==> config.mk <==
export PLATFORM = sky130hd
export DESIGN_NAME = mem_stage
export DESIGN_NICKNAME = d
export VERILOG_FILES = /design/src/rtl/mem_stage.sv
export SDC_FILE = /design/constraint.sdc
export NUM_CORES = 1
export LEC_CHECK = 0
export CAP_MARGIN = 10
export CELL_PAD_IN_SITES_DETAIL_PLACEMENT = 1
export CELL_PAD_IN_SITES_GLOBAL_PLACEMENT = 2
export CORE_AREA = 2 2 166 168
export CTS_CLUSTER_SIZE = 14
export DETAILED_ROUTE_END_ITERATION = 10
export DIE_AREA = 0 0 168 170
export GPL_ROUTABILITY_DRIVEN = 0
export PLACE_DENSITY_LB_ADDON = 0.1
export SYNTH_ARGS = -nofsm -noshare
export SYNTH_HDL_FRONTEND = slang
export SYNTH_SLANG_ARGS = --single-unit
==> constraint.sdc <==
create_clock -name clk -period 6.11 [get_ports clk]
set_input_delay 1.222 -clock clk [delete_from_list [all_inputs] [get_ports clk]]
set_output_delay 1.222 -clock clk [all_outputs]
set_load 0.05 [all_outputs]
==> src/rtl/mem_stage.sv <==
// mem_stage: load/store and writeback stage behind execute.
// Non-memory ops write back one cycle after acceptance. Loads and stores run
// a single req/ack bus transaction (IDLE -> ACCESS -> RESP) while stall holds
// upstream. An optional ack timeout aborts the access with a bus_err pulse.
// Optional feature macro: MEM_STAGE_MISALIGN_TRAP_EN. When it is defined,
// misaligned h/w accesses are rejected with bus_err instead of reaching the bus.
module mem_stage #(
    parameter int unsigned ACK_TIMEOUT = 255
) (
    input  logic        clk,
    input  logic        reset,
    input  logic        in_valid,
    input  logic        is_load,
    input  logic        is_store,
    input  logic [2:0]  func3,
    input  logic [31:0] result,
    input  logic [31:0] store_data,
    input  logic [4:0]  dest_i,
    output logic        stall,
    output logic        mem_req,
    output logic        mem_we,
    output logic [31:0] mem_addr,
    output logic [31:0] mem_wdata,
    output logic [3:0]  mem_wstrb,
    input  logic [31:0] mem_rdata,
    input  logic        mem_ack,
    output logic        wb_valid,
    output logic [4:0]  wb_dest,
    output logic [31:0] wb_data,
    output logic        bus_err
);

    localparam int unsigned CNT_W = (ACK_TIMEOUT > 2) ? $clog2(ACK_TIMEOUT) : 1;
    localparam logic [CNT_W-1:0] CNT_LAST =
        (ACK_TIMEOUT > 0) ? CNT_W'(ACK_TIMEOUT - 1) : '0;

    typedef enum logic [1:0] {
        IDLE   = 2'd0,
        ACCESS = 2'd1,
        RESP   = 2'd2
    } state_t;

    state_t           state;
    state_t           state_nxt;
    logic [CNT_W-1:0] ack_cnt;

    // Op context captured at acceptance and bus data captured at ack
    logic             load_p1;
    logic [2:0]       f3_p1;
    logic [1:0]       lane_p1;
    logic [4:0]       dest_p1;
    logic [31:0]      rdata_p2;

    logic             accept;
    logic             is_mem;
    logic             size_b;
    logic             size_h;
    logic             trap;
    logic             ack_hit;
    logic             timeout_hit;

    // Replicate store data across every lane the access size can hit
    function automatic logic [31:0] store_lanes(input logic [31:0] sd, input logic [2:0] f3);
        case (f3)
            3'b000, 3'b100: return {4{sd[7:0]}};
            3'b001, 3'b101: return {2{sd[15:0]}};
            default:        return sd;
        endcase
    endfunction

    // Byte enables for a store of the given size at the given byte offset
    function automatic logic [3:0] store_strobe(input logic [2:0] f3, input logic [1:0] ofs);
        case (f3)
            3'b000, 3'b100: return 4'b0001 << ofs;
            3'b001, 3'b101: return ofs[1] ? 4'b1100 : 4'b0011;
            default:        return 4'b1111;
        endcase
    endfunction

    // Pick the addressed byte/half out of the read word and extend it
    function automatic logic [31:0] load_extract(input logic [31:0] word, input logic [2:0] f3,
                                                 input logic [1:0] ofs);
        logic signed [7:0]  byte_s;
        logic signed [15:0] half_s;
        logic signed [31:0] ext_s;
        byte_s = word[{ofs, 3'b000} +: 8];
        half_s = ofs[1] ? word[31:16] : word[15:0];
        case (f3)
            3'b000: begin
                ext_s = byte_s;
                return ext_s;
            end
            3'b001: begin
                ext_s = half_s;
                return ext_s;
            end
            3'b100:  return {24'h0, byte_s};
            3'b101:  return {16'h0, half_s};
            default: return word;
        endcase
    endfunction

    assign accept      = in_valid && (state == IDLE);
    assign is_mem      = is_load || is_store;
    assign size_b      = (func3 == 3'b000) || (func3 == 3'b100);
    assign size_h      = (func3 == 3'b001) || (func3 == 3'b101);
    assign ack_hit     = (state == ACCESS) && mem_ack;
    assign timeout_hit = (ACK_TIMEOUT != 0) && (state == ACCESS) && !mem_ack &&
                         (ack_cnt == CNT_LAST);

`ifdef MEM_STAGE_MISALIGN_TRAP_EN
    logic misaligned;
    assign misaligned = (size_h && result[0]) ||
                        (!size_b && !size_h && (result[1:0] != 2'b00));
    assign trap       = accept && is_mem && misaligned;
`else
    assign trap       = 1'b0;
`endif

    // FSM state register
    always_ff @(posedge clk or posedge reset) begin
        if (reset) begin
            state <= IDLE;
        end else begin
            state <= state_nxt;
        end
    end

    // FSM next-state: ack wins over timeout in the same cycle
    always_comb begin
        state_nxt = state;
        case (state)
            IDLE: begin
                if (accept && is_mem && !trap) begin
                    state_nxt = ACCESS;
                end
            end
            ACCESS: begin
                if (ack_hit) begin
                    state_nxt = RESP;
                end else if (timeout_hit) begin
                    state_nxt = IDLE;
                end
            end
            RESP:    state_nxt = IDLE;
            default: state_nxt = IDLE;
        endcase
    end

    // FSM outputs: upstream is frozen whenever an access is in flight
    always_comb begin
        stall = (state != IDLE);
    end

    // Ack wait counter, zero on the first ACCESS cycle
    always_ff @(posedge clk or posedge reset) begin
        if (reset) begin
            ack_cnt <= '0;
        end else if (state != ACCESS) begin
            ack_cnt <= '0;
        end else begin
            ack_cnt <= ack_cnt + CNT_W'(1);
        end
    end

    // Bus outputs, captured op context and writeback registers
    always_ff @(posedge clk or posedge reset) begin
        if (reset) begin
            mem_req   <= 1'b0;
            mem_we    <= 1'b0;
            mem_addr  <= 32'h0;
            mem_wdata <= 32'h0;
            mem_wstrb <= 4'h0;
            wb_valid  <= 1'b0;
            wb_dest   <= 5'h0;
            wb_data   <= 32'h0;
            bus_err   <= 1'b0;
            load_p1   <= 1'b0;
            f3_p1     <= 3'h0;
            lane_p1   <= 2'h0;
            dest_p1   <= 5'h0;
            rdata_p2  <= 32'h0;
        end else begin
            wb_valid <= 1'b0;
            bus_err  <= 1'b0;
            case (state)
                IDLE: begin
                    if (accept) begin
                        if (is_mem && trap) begin
                            bus_err <= 1'b1;
                        end else if (is_mem) begin
                            mem_req   <= 1'b1;
                            mem_we    <= is_store;
                            mem_addr  <= {result[31:2], 2'b00};
                            mem_wdata <= store_lanes(store_data, func3);
                            mem_wstrb <= is_store ? store_strobe(func3, result[1:0]) : 4'h0;
                            load_p1   <= !is_store;
                            f3_p1     <= func3;
                            lane_p1   <= result[1:0];
                            dest_p1   <= dest_i;
                        end else begin
                            wb_valid <= (dest_i != 5'd0);
                            wb_dest  <= dest_i;
                            wb_data  <= result;
                        end
                    end
                end
                ACCESS: begin
                    if (ack_hit) begin
                        mem_req   <= 1'b0;
                        mem_we    <= 1'b0;
                        mem_wstrb <= 4'h0;
                        rdata_p2  <= mem_rdata;
                    end else if (timeout_hit) begin
                        mem_req   <= 1'b0;
                        mem_we    <= 1'b0;
                        mem_wstrb <= 4'h0;
                        bus_err   <= 1'b1;
                    end
                end
                RESP: begin
                    if (load_p1) begin
                        wb_valid <= (dest_p1 != 5'd0);
                        wb_dest  <= dest_p1;
                        wb_data  <= load_extract(rdata_p2, f3_p1, lane_p1);
                    end
                end
                default: begin
                    mem_req <= 1'b0;
                end
            endcase
        end
    end

endmodule

# After elaboration in Yosys (flattened, before gate mapping)
# Cells that the tools add are included.
# word_totals
elab_cells	99
ff_bits	160
input_bits	110
# op_classes
n_shift	2
bitwise	1
mux	39
n_eq_ne	16
n_reduce_logical	24
add_sub_neg	1
# op_table
operator	n
case mux 32 bit (2 select lines)	2
case mux 32 bit (4 select lines)	1
two-way mux 32 bit	3
variable part select 32 x 6 -> 8 bit	1
two-way mux 4 bit	6
two-way mux 16 bit	1
case mux 4 bit (2 select lines)	2
two-way mux 5 bit	3
equality test 3 bit, second input constant	4
two-way mux 1 bit	12
AND reduction 4 bit	3
case mux 5 bit (2 select lines)	1
nonzero test 5 bit	2
adder 8 x 1 -> 8 bit, second input constant	1
equality test 8 bit, second input constant	1
two-way mux 8 bit	1
!= test 2 bit, second input constant	4
equality test 3 x 1 -> 1 bit, second input constant	2
logical NOT 3 bit	2
two-way mux 2 bit	3
nonzero test 2 bit	3
logical AND 1 bit	5
!= test 2 x 1 -> 1 bit, second input constant	2
case mux 1 bit (2 select lines)	2
other kinds (13)	16

# Depth between registers and ports, before layout
# depth
word_depth	7
depth_mapped	8

# Least setup slack after synthesis
# No wires, ideal clock.
# synth_timing
kind	input -> register
startpoint	in is_load
endpoint	reg wb_data[10]
t_arrival_ns	2.140
slack_ns	3.845
required_ns	5.985
setup_time_ns	0.125
stages	7
path_buffers	2
path_cell_list	nor2_4 nand3b_2 a21o_1 buf_2 buf_2 nand2_1 nand3_1
# synth_between
elab_chain_len	3
# synth_lines
element	line	rtl
start, declared	13	input logic is_load,
logical OR 1 bit	104	assign is_mem = is_load || is_store;
!= test 2 bit (no line)	-	
AND reduction 4 bit (no line)	-	
end signal, assigned	204	wb_data <= result;
end signal, assigned	225	wb_data <= load_extract(rdata_p2, f3_p1, lane_p1);
end, declared	29	output logic [31:0] wb_data,
# Every way passes these cells.
# A chain may end at the register's enable or synchronous reset.

# Final worst setup path
# layout_timing
startpoint	reg state[0]
endpoint	out stall
# layout_between
elab_chain_len	1
# layout_lines
element	line	rtl
start, declared	43	state_t state;
start signal, assigned	125	state <= state_nxt;
nonzero test 2 bit	152	stall = (state != IDLE);
end, declared	19	output logic stall,
# Every way passes these cells.

==> impl_metrics.yaml <==
worst_hold_path:
  hold_path.class: "register to register"
  whs_path_depth: 2
setup_path:
  path_max_fanout: 8
  path_cells: "or2_4 -> clkdlybuf4s50_1"
  worst-path-buf-inv: 1
  end_kind: "output pin"
  slowest_stage: "clkdlybuf4s50_1"
  critPathKind: "register to output pin"
  start_kind: "register"
  path_delay_family: "buffers and inverters"
  cpPeakStageDelay_ns: 0.84
  required_ns: 4.89
  cp_data_arrival_time_ns: 2.03
  reg2reg_depth: 4
  cp_num_cells: 2
logic_synthesis:
  yosysWarningCount: 0
  synthFlopType: "dfrtp_1"
  avgSynthCellArea_sq_um: 9.121
  synth_top_area_frac: 0.5386
  yosys_register_bits: 160
  netlist_area_sq_um: 7433
  yosys.area.top_type: "dfrtp_1"
  synthesis.instances: 815
  seq_area_frac_synth: 0.5386
  synth-edff-count: 0
  synth-async-reset-ratio: 1.000
  ys_types: 62
  synthTopCellsByArea: "dfrtp_1 (54%), nand2_1 (16%), o21ai_0 (4.0%)"
die:
  core_area_sq_um: 26650
  num_rows: 60
  die_y_microns: 170
  dieArea_sq_um: 28560
  die_w_microns: 168
  ios: 220
  initial_utilization: 0.2789
power:
  finalPower_w: 0.005411
  ir_drop_mv: 0.1851
  cellLeakagePower_nw: 4.694
  power_density_nw_per_um2: 514.8
global_route:
  grt_pass1_vias: 6825
  overflow: 0
  grt_usage: 0.1839
  grt_pass1_wl_mm: 40.41
  grt_max_degree: 95
  grt_antenna_before_repair: 0
detailed_routing:
  drc: 0
  vias_per_cell: 4.680
  ant_nets: 0
  wl_per_cell_microns: 18.89
  drt_iter0_drc: 381
  firstDrtPassIters: 4
  vias: 6384
  finalWirelength_mm: 25.77
timing:
  rsz0062_at_grt: "false"
  setup_viol: 0
  worst_clock_skew_ns: 0.01220
  hold_viol_final: 0
  fmax_mhz: 307.5
  timing.final.ws_setup_ns: 2.858
  tns_ns: 0
  finalCritPeriodShare: 0.5323
  slew_violations: 0
  relSlewSlack: 0.2205
  finalCriticalPeriod_ns: 3.252
  worstMarginPinSlew_ns: 1.166
cells_and_area:
  area_growth_pct: 41.41
  diodes: 0
  fin_nets: 1123
  finalNonFillerCells: 1364
  drive_gt1_frac: 0.06843
placement:
  dp_hpwl_mm: 18.14
  portBuffers: 217
  dp_slack_ns: 2.465
  dp.cells: 1333
cts:
  cts_max_path_buffers: 2
  cts_tree: "built"
  ctsResizeCount: 0
  htreeDepth: 4
  insertion_delay_ns: 0.42
  numCtsBuffers: 17
  cts_hold_buf: 0
  path_clk_slew_ns: 0.07
  cts_root_buffer: "clkbuf_16"
  cts_setup_buffers: 0
  clkSinkCount: 160
job:
  drv_cap: 0
status:
  status: "finished, final reports clean"
[sequential cells by signal (all words and copies together), names as in the netlist]
register and count:
mem_wdata 32, rdata_p2 32, wb_data 32, mem_addr 30
ack_cnt 8, dest_p1 5, wb_dest 5, mem_wstrb 4
f3_p1 3, lane_p1 2, state 2, bus_err 1
load_p1 1, mem_req 1, mem_we 1, wb_valid 1
[worst min-delay path, cell delays in order, from the launching register on]
cell	delay (ns)
dfrtp_1	0.33
nand2_1	0.05
nand2_1	0.05
[path summary, 6_finish.rpt]
path / startpoint / end / slack (ns)
setup / recovery: state[0]$_DFFE_PP0P_ / stall / 2.86
hold / removal: rdata_p2[1]$_DFFE_PP0P_ / rdata_p2[1]$_DFFE_PP0P_ / 0.47
setup reg to reg: state[0]$_DFFE_PP0P_ / rdata_p2[12]$_DFFE_PP0P_ / 3.64
hold reg to reg: rdata_p2[1]$_DFFE_PP0P_ / rdata_p2[1]$_DFFE_PP0P_ / 0.47
max in group asynchronous: reset / dest_p1[0]$_DFFE_PP0P_ / 3.84
min in group asynchronous: reset / ack_cnt[1]$_DFF_PP0_ / 1.26
[layout make-up]
| type | instances | area (sq um) |
|---|---|---|
| Fill cell | 3069 | 16140 |
| Sequential cell | 160 | 4004 |
| Multi-Input combinational cell | 593 | 3128 |
| Timing Repair Buffer | 225 | 2245 |
| Clock buffer | 19 | 442.9 |
| Tap cell | 341 | 426.7 |
| Clock inverter | 12 | 207.7 |
| Inverter | 14 | 57.56 |
[through the flow]
step	hold WS, ns	cell area, sq um	utilization
6_report	0.4678	10510	0.3944
5_1_grt	0.5019	10510	0.3944
4_1_cts	0.4745	10510	0.3944
3_5_place_dp	0.4599	9861	0.3700
3_3_place_gp	0.4576	9861	0.3700
2_1_floorplan	0.4404	7437	-
[report_power, final]
part	internal [W]	total (W)	leakage, nW	switching (W)
logic	0.000827	0.00246	2.40	0.00163
registers	0.00144	0.00175	1.99	0.000304
clock network	0.000739	0.00121	0.306	0.000466
[synthesized netlist by cell type (all sizes together) (2+ instances only)]
cell type  number
a21o            2
a21oi          18
a221o           6
a22oi          16
a2bb2oi         5
a311oi          2
a31oi           6
buf            33
clkbuf         16
dfrtp         160
ha              2
inv            14
mux2            6
mux2i          26
nand2         321
nand2b          5
nand3          17
nand3b          2
nand4           2
nor2           34
nor2b           2
nor3            9
o21ai          77
o21ba           2
o22ai           5
o2bb2ai         4
o311ai          2
or2             2
or4             2
xor2            5
[metal layers]
layer  GRT usage  wire length, microns
met2      0.3051                 12200
met4     0.04612                   265
met1      0.2450                 12030
met5           0                     0
met3     0.03977                  1276
[cell families (layout without fill, tap and decap cells)]
| group | after synthesis | in the layout | synth area share |
|---|---|---|---|
| DFF | 160 | 160 | 0.5386 |
| adders and majority gates | 2 | 2 | 0.003366 |
| and+or+nand+nor | 400 | 400 | 0.2281 |
| AOI/OAI and AO/OA | 151 | 151 | 0.1355 |
| xor gates and xnor gates | 6 | 6 | 0.007069 |
| buffers and inverters | 63 | 270 | 0.04225 |
| other | 1 | 2 | 0.0005045 |
| muxes | 32 | 32 | 0.04460 |
[layout by cell type (no fill, tap or decap), types with 3 or more instances in the layout]
master / instances
nor2_1: 31
mux2i_1: 25
inv_1: 13
a21oi_1: 16
clkbuf_16: 17
clkinvlp_4: 3
nor3_1: 5
nand2_1: 321
a2bb2oi_1: 5
a22oi_2: 10
a31oi_1: 6
clkdlybuf4s50_1: 217
o21ai_0: 60
a22oi_1: 6
nand3_1: 16
o22ai_1: 5
bufinv_16: 5
a221o_1: 6
dfrtp_1: 160
o2bb2ai_1: 4
nand2b_1: 4
buf_4: 7
mux2_1: 5
inv_6: 3
o21ai_1: 16
xor2_1: 5
(Power assumes the default switching activity.)
